$ cat src/rtl/morph_input_capture.sv
// morph_input_capture: frame capture front-end for the morphology/histogram
// engine. Streams 256 pixel words into the image SRAM (one-cycle registered
// write), packs the 16 structuring-element bytes, latches and validates the
// op code, and tracks the frame minimum pixel.
// Optional macro SE_MIRROR_EN adds se_inv_out_o, the 180-degree rotated SE.
//
// state   | meaning
// IDLE    | waiting for the first beat of a frame
// CAPTURE | beats 1..255 of a frame being accepted
// DONE    | one-cycle frame-complete, results published
module morph_input_capture #(
  parameter int N_WORDS = 256,
  parameter int N_SE    = 16,
  parameter int ADDR_W  = 8
) (
  input  logic              clk,
  input  logic              rst_n,
  input  logic              in_valid_i,
  input  logic              op_valid_i,
  input  logic [2:0]        op_i,
  input  logic [31:0]       pic_data_i,
  input  logic [7:0]        se_data_i,
  output logic              mem_we_o,
  output logic [ADDR_W-1:0] mem_addr_o,
  output logic [31:0]       mem_wdata_o,
  output logic [8*N_SE-1:0] se_out_o,
`ifdef SE_MIRROR_EN
  output logic [8*N_SE-1:0] se_inv_out_o,
`endif
  output logic [2:0]        op_out_o,
  output logic [7:0]        pix_min_o,
  output logic              busy_o,
  output logic              frame_done_o,
  output logic              op_err_o
);

  localparam int SE_W = $clog2(N_SE);
  localparam logic [ADDR_W-1:0] LAST_BEAT = ADDR_W'(N_WORDS - 1);
  localparam logic [ADDR_W-1:0] SE_LAST   = ADDR_W'(N_SE - 1);

  typedef enum logic [1:0] {IDLE, CAPTURE, DONE} state_t;

  state_t              state_q;
  logic [ADDR_W-1:0]   cnt_q;
  logic                op_seen_q;
  logic [7:0]          min_acc_q;
  logic                mem_we_q;
  logic [ADDR_W-1:0]   mem_addr_q;
  logic [31:0]         mem_wdata_q;
  logic [8*N_SE-1:0]   se_q;
  logic [2:0]          op_out_q;
  logic [7:0]          pix_min_q;
  logic                busy_q;
  logic                frame_done_q;
  logic                op_err_q;

  logic                start;
  logic [ADDR_W-1:0]   idx;
  logic [SE_W-1:0]     se_idx;
  logic [7:0]          min4;
  logic [7:0]          min_acc_d;
  logic                take_op;
  logic                op_seen_d;
  logic                op_err_d;
  logic [8*N_SE-1:0]   se_d;
`ifdef SE_MIRROR_EN
  logic [8*N_SE-1:0]   se_inv_q;
  logic [8*N_SE-1:0]   se_inv_d;
`endif

  function automatic logic [7:0] min2(input logic [7:0] a, input logic [7:0] b);
    return (a < b) ? a : b;
  endfunction

  // Per-beat next values; a beat seen outside CAPTURE opens a new frame.
  always_comb begin
    start     = in_valid_i && (state_q != CAPTURE);
    idx       = start ? '0 : cnt_q;
    se_idx    = idx[SE_W-1:0];
    min4      = min2(min2(pic_data_i[7:0], pic_data_i[15:8]),
                     min2(pic_data_i[23:16], pic_data_i[31:24]));
    min_acc_d = min2(start ? 8'hFF : min_acc_q, min4);
    take_op   = in_valid_i && op_valid_i && (start || !op_seen_q);
    op_seen_d = (start ? 1'b0 : op_seen_q) || take_op;
    op_err_d  = (start ? 1'b0 : op_err_q) ||
                (take_op && (op_i inside {3'd1, 3'd4, 3'd5}));
    se_d      = start ? '0 : se_q;
    if (idx <= SE_LAST) se_d[8*se_idx +: 8] = se_data_i;
`ifdef SE_MIRROR_EN
    se_inv_d  = start ? '0 : se_inv_q;
    if (idx <= SE_LAST) se_inv_d[8*(N_SE-1-32'(se_idx)) +: 8] = se_data_i;
`endif
  end

  // Capture FSM with all outputs registered.
  always_ff @(posedge clk or negedge rst_n) begin
    if (!rst_n) begin
      state_q      <= IDLE;
      cnt_q        <= '0;
      op_seen_q    <= 1'b0;
      min_acc_q    <= 8'hFF;
      mem_we_q     <= 1'b0;
      mem_addr_q   <= '0;
      mem_wdata_q  <= '0;
      se_q         <= '0;
      op_out_q     <= '0;
      pix_min_q    <= '0;
      busy_q       <= 1'b0;
      frame_done_q <= 1'b0;
      op_err_q     <= 1'b0;
`ifdef SE_MIRROR_EN
      se_inv_q     <= '0;
`endif
    end else begin
      mem_we_q     <= in_valid_i;
      frame_done_q <= 1'b0;
      if (in_valid_i) begin
        mem_addr_q  <= idx;
        mem_wdata_q <= pic_data_i;
        min_acc_q   <= min_acc_d;
        op_seen_q   <= op_seen_d;
        op_err_q    <= op_err_d;
        se_q        <= se_d;
`ifdef SE_MIRROR_EN
        se_inv_q    <= se_inv_d;
`endif
        if (take_op) op_out_q <= op_i;
        busy_q      <= 1'b1;
        // Counter saturates on the last beat so it can never roll into a new frame.
        cnt_q       <= (idx == LAST_BEAT) ? idx : idx + ADDR_W'(1);
        if (idx == LAST_BEAT) begin
          state_q      <= DONE;
          frame_done_q <= 1'b1;
          pix_min_q    <= min_acc_d;
          if (!op_seen_d) begin
            op_err_q <= 1'b1;
            op_out_q <= '0;
          end
        end else begin
          state_q <= CAPTURE;
        end
      end else begin
        state_q <= IDLE;
        busy_q  <= 1'b0;
        // Beat missing mid-frame: truncated frame.
        if (state_q == CAPTURE) op_err_q <= 1'b1;
      end
    end
  end

  assign mem_we_o     = mem_we_q;
  assign mem_addr_o   = mem_addr_q;
  assign mem_wdata_o  = mem_wdata_q;
  assign se_out_o     = se_q;
  assign op_out_o     = op_out_q;
  assign pix_min_o    = pix_min_q;
  assign busy_o       = busy_q;
  assign frame_done_o = frame_done_q;
  assign op_err_o     = op_err_q;
`ifdef SE_MIRROR_EN
  assign se_inv_out_o = se_inv_q;
`endif

endmodule

$ cat config.mk
export PLATFORM = sky130hd
export DESIGN_NAME = morph_input_capture
export DESIGN_NICKNAME = d
export VERILOG_FILES = /design/src/rtl/morph_input_capture.sv
export SDC_FILE = /design/constraint.sdc
export NUM_CORES = 1
export LEC_CHECK = 0
export ABC_CLOCK_PERIOD_IN_PS = 8600
export BUFFER_PORTS_ARGS = -buffer_cell sky130_fd_sc_hd__buf_2
export CORE_ASPECT_RATIO = 1.1
export CORE_UTILIZATION = 57
export CTS_CLUSTER_SIZE = 16
export DETAILED_ROUTE_END_ITERATION = 8
export PLACE_DENSITY_LB_ADDON = 0.08
export SLEW_MARGIN = 20
export SYNTH_ARGS = -nofsm -noshare
export SYNTH_HDL_FRONTEND = slang
export SYNTH_SLANG_ARGS = --single-unit
$ cat constraint.sdc
create_clock -name clk -period 8.6 [get_ports clk]
set_input_delay 1.29 -clock clk [delete_from_list [all_inputs] [get_ports clk]]
set_output_delay 1.29 -clock clk [all_outputs]
set_load 0.02 [all_outputs]
---- After elaboration in Yosys (flattened, before gate mapping) ----
Index checks and enable logic that the tools add are counted.
storage, ports and cells
  register bits ........................... 202
  output and inout bits ................... 183
  word-level logic and storage cells ...... 63
cells by class
  add/subtract/negate cells ............... 2
  $lt $le $gt $ge ......................... 5
  equal/unequal tests ..................... 6
  shifts and indexed selects .............. 2
  multiplexer cells ....................... 24
  reduce and logical (&&, ||, !) cells .... 11
operators with widths
  cell                                                                      number
  128-bit 2-to-1 mux                                                        2
  128-bit bitwise mux                                                       1
  8-bit by 34-bit variable shift with 128-bit output, first input constant  1
  8-bit by 34-bit variable part select with 128-bit output                  1
  8-bit 2-to-1 mux                                                          7
  7-bit negator with 34-bit output                                          1
  8-bit < comparator                                                        4
  1-bit 2-to-1 mux                                                          9
  3-bit 2-to-1 mux                                                          3
  8-bit by 1-bit adder with 8-bit output, second input constant             1
  8-bit equality test, second input constant                                1
  8-bit by 4-bit <= comparator with 1-bit output, second input constant     1
  3-bit equality test, second input constant                                2
  1-bit logical AND                                                         4
  2-bit 2-to-1 mux                                                          2
  3-bit by 1-bit equality test with 1-bit output, second input constant     1
  1-bit logical OR                                                          3
  3-bit nonzero test                                                        1
  2-bit by 1-bit equality test with 1-bit output, second input constant     1
  2-bit by 1-bit != test with 1-bit output, second input constant           1
  2-bit AND reduction                                                       1
  2-bit nonzero test                                                        1
  1-bit zero test                                                           1

---- Logic depth before layout (Yosys ltp) ----
Gate-level depths: netlist of the first run.
  depth after elaboration ................. 9
  gate-level depth with buffers ........... 26
  gate-level depth less buffers ........... 24

---- Worst setup path before layout of the first run ----
OpenSTA, ideal clock, no wires.
  path kind ............................... input-to-reg
  start point ............................. input pic_data_i[9]
  end point ............................... register pix_min_q[6] (netlist: pix_min_o[6])
  library setup time ...................... 135 ps
  arrival ................................. 5871 ps
  setup slack ............................. 2594 ps
  stages .................................. 24
  path buffers ............................ 2
  cell sequence ........................... inv_1 > ha_1 > a2111o_1 > a221oi_4 > clkbuf_1 > nor2_1 > a21oi_1 > inv_1 > ha_1 > nand4_1 > inv_1 > nand4_1 > a21oi_1 > o21ai_0 > nand2_1 > ha_1 > a2111oi_0 > o21ai_1 > or2_2 > o32ai_1 > o21ai_1 > buf_6 > a21oi_1 > o31ai_1
between the ends
  cells in the longest elaborated chain, start to end .. 6
ends and longest elaborated chain
  what                  RTL line  source
  start, declared       21        input logic [31:0] pic_data_i,
  8-bit < comparator    72        return (a < b) ? a : b;
  8-bit 2-to-1 mux (*)  72
  8-bit < comparator    72
  8-bit 2-to-1 mux (*)  72
  8-bit < comparator    72
  8-bit 2-to-1 mux (*)  72
  end signal, assigned  134       pix_min_q <= min_acc_d;
  end, declared         52        logic [7:0] pix_min_q;
Mark *: on every way between the ends. The rest lies on a longest branch, timed or not.
A chain may end at the register's enable or synchronous reset.

---- Final worst setup path of the first run ----
  start point ............................. input pic_data_i[17]
  end point ............................... register min_acc_q[3]
between the ends
  cells in the longest elaborated chain, start to end .. 6
ends and longest elaborated chain
  what                  RTL line  source
  8-bit < comparator    72
  8-bit 2-to-1 mux (*)  72
  8-bit < comparator    72
  8-bit 2-to-1 mux (*)  72
  8-bit < comparator    72
  8-bit 2-to-1 mux (*)  72
  end signal, assigned  120       min_acc_q <= min_acc_d;
  end, declared         46        logic [7:0] min_acc_q;
Marks and branches as above.

==> flow_metrics.tcl, run 1 <==
set metrics [dict create \
    outcome "complete, no violations" \
    power_frac_comb_pct 26.5 \
    netlist_top_cells_count "dfrtp_1, o2bb2ai_1, nand2_1, inv_1, mux2_2" \
    numCtsBuffers 17 \
    crit_type "primary input to flip-flop" \
    worstReg2RegEnd "se_out_o[127]$_DFFE_PN0P_" \
    drt_wl_total_mm 24.34 \
    final_cells 1200 \
    dp_slack_ns 1.430 \
    clockRootBuffer "clkbuf_16" \
    grt.total_usage_pct 30.88 \
    yosysWarnings 0 \
    max_cap_violations 0 \
    worst_path_max_delay_cell "a211oi_2" \
    post_cts_buffers 0 \
    synthFlopType "dfrtp_1" \
    required_ns 8.96 \
    grt_pass1_vias 7383 \
    vias_per_cell 6.116 \
    timing.setup.tns_ns 0 \
    cts_tree "done" \
    drc 0 \
    ys_seq_elements 200 \
    syn-cell-area_mm2 0.008997 \
    cts_sinks 200 \
    rrSetupSlack_ns 4.63 \
    rr_worst_depth 11 \
    p_total_mw 2.590 \
    ys_seq_area_share_pct 55.74 \
    cp_top_family "compound AO/OA/AOI/OAI gates" \
    port_buffers 229 \
    hold_ws_ns 0.4811 \
    core-area_mm2 0.01523 \
    drv_slew 0 \
    synth.top_cell.area_share_pct 53.40 \
    num_vias 7339 \
    clock_latency_ns 0.44 \
    finish.instance_area_mm2 0.01089 \
    critical_path.startpoint "pic_data_i[17]" \
    drtPass1Iterations 8 \
    cp-end-kind "flip-flop" \
    syn-num-nets 850 \
    worstPathMaxFanout 10 \
    path_depth 20 \
    multi_input_area_mm2 0.003707 \
    hp-class "flip-flop to flip-flop" \
    worst_pin_slew_ns 1.113 \
    hpwlAfterDp_mm 17.25 \
    place_area_mm2 0.01029 \
    ir_drop_mv 0.1552 \
    p_leak_nw 5.416 \
    p_seq_share_pct 41.9 \
    switchingPower_mw 0.8831 \
    layout_setup_ws_ns 1.934 \
    rsz0062_at_grt "false" \
    crit_chain "buf_2, ha_1, a2111o_1, a211oi_2, mux2i_1, ha_1, a21oi_1, a21oi_1, nor2_1, nand2_1, o21ai_0, ha_1, a21o_1, a21oi_1, o21ai_1, o21a_1, o31ai_4, nor2_1, o21ai_2, a32oi_1" \
    drive_above_1_share_pct 31.67 \
    hold_violations 0 \
    period_share_pct 77.51 \
    wl_per_cell_um 20.28 \
    cp_data_arrival_time_ns 7.02 \
    start_util_pct 59.07 \
    grt_first_pass_wirelength_mm 38.65 \
    nFillCells 1165 \
    switching_share_pct 34.10 \
    final_nets 1069 \
    avgSynthCellArea_um2 11.65 \
    postCtsResizedCells 0 \
    start_kind "primary input" \
    synthTopCellsByArea "dfrtp_1, o2bb2ai_1, mux2_2, ha_1, nand2_1" \
    clkTransAtPathRegs_ns 0.07 \
    fmax_mhz 150.0 \
    die_x_um 121.8 \
    intPower_mw 1.707 \
    synth_cell_type_count 61 \
    endpoint "min_acc_q[3]$_DFFE_PN1P_" \
    async_reset_ff_share_pct 100.0 \
    synth_cells 772 \
    grt_max_degree 122 \
    drtIter0Drc 642 \
    die_h_um 133.8 \
    cts_buffer_depth 2 \
    maxSlewHeadroom_pct 25.23 \
    path_buf_inv 1 \
    gp_congestion 0.9276 \
    area_growth_pct 21.07 \
    ios 230 \
    fin_skew_ns 0.007697 \
    synth_edf_count 0 \
    diodes 0 \
    dp.cells 1168 \
    setup_viol 0 \
    period_needed_ns 6.666 \
    antenna_left 0 \
    critPathMaxStageDelay_ns 0.73 \
    die_area_mm2 0.01629 \
    post-route-util_pct 71.52 \
    yosysTopAreaCell "dfrtp_1" \
    cts_hold_buf 0 \
    r2r_start "frame_done_o$_DFF_PN0_" \
    p_per_area_mw_per_mm2 237.8 \
    rows 47 \
    grt-ovfl-total 0 \
    htreeDepth 4 \
    clkPwrFrac_pct 31.6 \
    regArea_mm2 0.005015 \
    antenna_found_initial 0 \
    yosysMostFrequentCell "dfrtp_1" \
]
==> kinds of logic (layout without fill, tap and decap cells) <==
logic type      after synthesis  after routing  share of synthesized area [%]
mux                          45             45                          5.507
compound gates              249            249                          22.14
fa+ha+maj                    31             31                          4.311
flops                       200            200                          55.74
xor+xnor                      6              6                         0.5841
buf+inv                      70            302                          3.101
simple gates                171            171                          8.622
==> layout by cell type, fill, tap and decap left out, types with 3 or more instances in the layout <==
cell type  netlist  layout
nand3_1         19      19
o21ai_0         29      29
nand2b_1         5       5
mux2i_1          9       9
o21ai_1          5       4
o2bb2ai_1      109     109
a22o_1           4       4
ha_1            31      31
a211oi_1         7       7
and2_1           3       3
nand2_1         82      82
clkbuf_16        0      17
a21oi_1         27      27
nand4_1          5       5
nor2_1          34      34
a32oi_1          7       7
a32o_1          24      24
dfrtp_1        192     192
o31ai_1          7       7
xor2_1           5       5
a21o_1           8       8
nor3_1           3       3
inv_1           37      37
nor4_1           3       3
buf_2            1     227
buf_4            2       3
inv_6            0       5
mux2_2          36      36
or3_1            3       3
dfstp_2          8       8
==> routing by layer <==
metal | vias up | global-route usage [%] | wire length (µm)
li1 | 3342 | - | -
met2 | 290 | 49.75 | 11750
met1 | 3657 | 41.17 | 10320
met5 | - | 0 | 0
met4 | 0 | 11.04 | 640
met3 | 50 | 6.718 | 1628
==> power by group through the flow <==
stage / clock (mW) / combinational, mW / sequential (mW)
after floorplan: 0 / 0.378 / 1.17
after global placement: 0 / 0.664 / 1.10
after detailed placement: 0 / 0.675 / 1.10
after CTS: 0.825 / 0.681 / 1.08
after global routing: 0.862 / 0.753 / 1.09
final: 0.820 / 0.686 / 1.08
==> worst reg2reg max path: stages (launching register included) <==
cell	delay (ns)
dfrtp_1	0.39
nand2b_1	0.44
nand2_1	0.29
nand2_1	0.28
ha_1	0.28
nand2_1	0.07
mux2_2	0.26
nor2_1	0.15
nand2_1	0.14
nor3_1	0.82
o21ai_1	0.41
a32o_1	0.33
==> worst min-delay path by stage <==
stage          slack [ns]                 startpoint                        end  cells after the start
2_1_floorplan        0.46      op_seen_q$_DFFE_PN0P_      op_seen_q$_DFFE_PN0P_                      1
3_3_place_gp         0.46   pix_min_o[6]$_DFFE_PN0P_   pix_min_o[6]$_DFFE_PN0P_                      2
6_report             0.48  mem_addr_o[6]$_DFFE_PN0P_  mem_addr_o[6]$_DFFE_PN0P_                      1
4_1_cts              0.49   se_out_o[94]$_DFFE_PN0P_   se_out_o[94]$_DFFE_PN0P_                      1
3_5_place_dp         0.47  mem_addr_o[6]$_DFFE_PN0P_  mem_addr_o[6]$_DFFE_PN0P_                      1
5_1_grt              0.50  se_out_o[113]$_DFFE_PN0P_  se_out_o[113]$_DFFE_PN0P_                      1
==> cell type report <==
class | count | area share [%]
flip-flops and latches | 200 | 46.04
repair buffers | 232 | 10.87
clock inverters | 14 | 1.470
well taps | 196 | 2.251
multi-input cells | 502 | 34.03
clock buffers | 18 | 4.032
inverters | 38 | 1.309
==> state kept, by name, indices dropped and copies added (netlist names) <==
| name | cells |
|---|---|
| op_seen_q | 1 |
| busy_o | 1 |
| mem_addr_o | 8 |
| pix_min_o | 8 |
| op_err_o | 1 |
| se_out_o | 128 |
| frame_done_o | 1 |
| state_q | 1 |
| mem_wdata_o | 32 |
| cnt_q | 8 |
| op_out_o | 3 |
| min_acc_q | 8 |
(Power assumes the default switching activity.)
==> run 2: changes to the inputs <==
--- a/config.mk
+++ b/config.mk
@@ -5,10 +5,10 @@
 export SDC_FILE = /design/constraint.sdc
 export NUM_CORES = 1
 export LEC_CHECK = 0
-export ABC_CLOCK_PERIOD_IN_PS = 8600
+export ABC_CLOCK_PERIOD_IN_PS = 6000
 export BUFFER_PORTS_ARGS = -buffer_cell sky130_fd_sc_hd__buf_2
 export CORE_ASPECT_RATIO = 1.1
-export CORE_UTILIZATION = 57
+export CORE_UTILIZATION = 48
 export CTS_CLUSTER_SIZE = 16
 export DETAILED_ROUTE_END_ITERATION = 8
 export PLACE_DENSITY_LB_ADDON = 0.08
==> constraint.sdc (replaced) <==
create_clock -name clk -period 6 [get_ports clk]
set_input_delay 0.9 -clock clk [delete_from_list [all_inputs] [get_ports clk]]
set_output_delay 0.9 -clock clk [all_outputs]
set_load 0.02 [all_outputs]
==> run 2 against run 1 <==
Design area up 1.3%. Die area grew 18%. Worst setup slack got worse by 1.5 ns. Clock skew increased by 0.0049 ns. Register-to-register slack got worse by 2.5 ns. Global-route usage decreased by 5.1 points. Combinational power up 45%. Clock-buffer cell count is 1 higher. Highest routed layer is now met5.
==> flow_metrics.tcl, run 2 (synthesis gave the netlist of run 1 again) <==
set metrics [dict create \
    outcome "complete, no violations" \
    core-area_mm2 0.01835 \
    numCtsBuffers 17 \
    cts_sinks 200 \
    port_buffers 229 \
    die_x_um 132.5 \
    grt.total_usage_pct 25.77 \
    nFillCells 1579 \
    fin_skew_ns 0.01257 \
    p_total_mw 3.708 \
    post-route-util_pct 60.13 \
    drtPass1Iterations 6 \
    final_nets 1078 \
    r2r_start "frame_done_o$_DFF_PN0_" \
    clkTransAtPathRegs_ns 0.07 \
    die_area_mm2 0.01930 \
    fmax_mhz 178.7 \
    drv_slew 0 \
    grt_pass1_vias 7190 \
    p_per_area_mw_per_mm2 336.1 \
    min-delay-start "mem_addr_o[3]$_DFFE_PN0P_" \
    grt_first_pass_wirelength_mm 38.92 \
    grt_max_degree 97 \
    worstReg2RegEnd "se_out_o[124]$_DFFE_PN0P_" \
    mostFrequentLayoutCells "buf_2, dfrtp_1, o2bb2ai_1" \
    antenna_found_initial 1 \
    timing.setup.tns_ns 0 \
    rrSetupSlack_ns 2.15 \
    rsz0062_at_grt "false" \
    worst_path_max_delay_cell "a221oi_4" \
    period_share_pct 93.29 \
    final_cells 1256 \
    dp.cells 1224 \
    worst_hold_path.num_cells 2 \
    die_h_um 145.6 \
    multi_input_area_mm2 0.003710 \
    drc 0 \
    finish.instance_area_mm2 0.01103 \
    grt-ovfl-total 0 \
    required_ns 6.30 \
    ios 230 \
    cts_buffer_depth 2 \
    rr_worst_depth 11 \
    min_to "mem_addr_o[3]$_DFFE_PN0P_" \
    crit_chain "buf_2, inv_1, ha_1, a2111o_1, a221oi_4, nor2_1, a21oi_1, inv_1, ha_1, a21oi_1, a21oi_1, nor2_1, buf_4, nand3_1, nand2_1, ha_1, a2111oi_0, o21ai_1, buf_4, o31ai_4, inv_1, a21oi_1, o31ai_1" \
    cts_hold_buf 0 \
    hp-class "flip-flop to flip-flop" \
    clock_latency_ns 0.44 \
    drtIter0Drc 401 \
    worst_pin_slew_ns 1.019 \
    htreeDepth 4 \
    start_kind "primary input" \
    crit_type "primary input to flip-flop" \
    critPathMaxStageDelay_ns 0.46 \
    wl_per_cell_um 19.17 \
    maxSlewHeadroom_pct 31.58 \
    mostFrequentLayoutCell "buf_2" \
    largest_reg_flops 128 \
    antenna_left 0 \
    diodes 0 \
    rows 52 \
    vias_per_cell 5.745 \
    ir_drop_mv 0.2097 \
    clockRootBuffer "clkbuf_16" \
    drt_wl_total_mm 24.08 \
    hpwlAfterDp_mm 17.92 \
    regArea_mm2 0.005015 \
    hold_violations 0 \
    start_util_pct 49.04 \
    cp-end-kind "flip-flop" \
    p_leak_nw 5.461 \
    place_area_mm2 0.01043 \
    gp_congestion 0.8864 \
    setup_viol 0 \
    area_growth_pct 22.63 \
    drive_above_1_share_pct 32.28 \
    num_vias 7216 \
    max_cap_violations 0 \
    cts_tree "done" \
    cp_data_arrival_time_ns 5.90 \
    worstPathMaxFanout 10 \
    cpMostUsedCell "a21oi_1" \
    period_needed_ns 5.597 \
]
==> run 2: changes by cell type in the layout (fill, tap and decap cells not counted), sizes merged <==
cell	change
clkinvlp	-1
clkinv	+2
buf	+9
inv	-1
bufinv	-1
clkbuf	+1
==> run 2: layout make-up <==
type	count	share of cell area (%)
sequential	200	45.45
multi-input combinational	502	33.62
timing repair buffer	241	11.42
clock buffer	19	4.015
tap	243	2.756
clock inverter	13	1.440
inverter	38	1.293
==> run 2: repair_timing <==
action	4_1_cts	5_1_grt
buffers inserted	0	0
resized for setup	0	2
setup endpoints to repair	0	15
==> run 2: report_power, final <==
part / leakage [nW] / switching (mW) / internal, mW
Sequential: 2.67 / 0.0718 / 1.48
Combinational: 2.50 / 0.655 / 0.339
Clock: 0.292 / 0.554 / 0.607
Total: 5.46 / 1.28 / 2.43
==> run 2: worst max-delay path by stage <==
stage,start,to,slack [ns],cells past startpoint
final,pic_data_i[9],pix_min_o[2]$_DFFE_PN0P_,0.40,23
after global routing,pic_data_i[9],pix_min_o[6]$_DFFE_PN0P_,0.02,24
after global placement,pic_data_i[9],min_acc_q[0]$_DFFE_PN1P_,-0.02,23
after detailed placement,pic_data_i[1],min_acc_q[0]$_DFFE_PN1P_,-0.08,22
after floorplan,pic_data_i[9],pix_min_o[6]$_DFFE_PN0P_,0.38,24
after CTS,pic_data_i[1],min_acc_q[1]$_DFFE_PN1P_,0.36,22
==> run 2: per-stage QoR <==
stage	hold slack [ns]	setup slack, ns
after global placement	0.4625	-0.02384
after detailed placement	0.4682	-0.08430
final	0.4831	0.4026
after global routing	0.4986	0.02256
after CTS	0.4871	0.3554
after floorplan	0.4630	0.3845
==> run 2: metal layers <==
metal	global-route usage [%]	part of all wire (%)
met3	5.782	5.7
met5	0	0.054
met1	33.45	43
met2	42.08	48
met4	10.00	2.8
==> run 2: critical path: cells and delay by family <==
family	cells	cell delay (ns)
AND/OR/NAND/NOR	4	0.58
AO/OA/AOI/OAI	10	2.72
buffers and inverters	6	0.85
adder cells (fa/ha/maj)	3	0.86
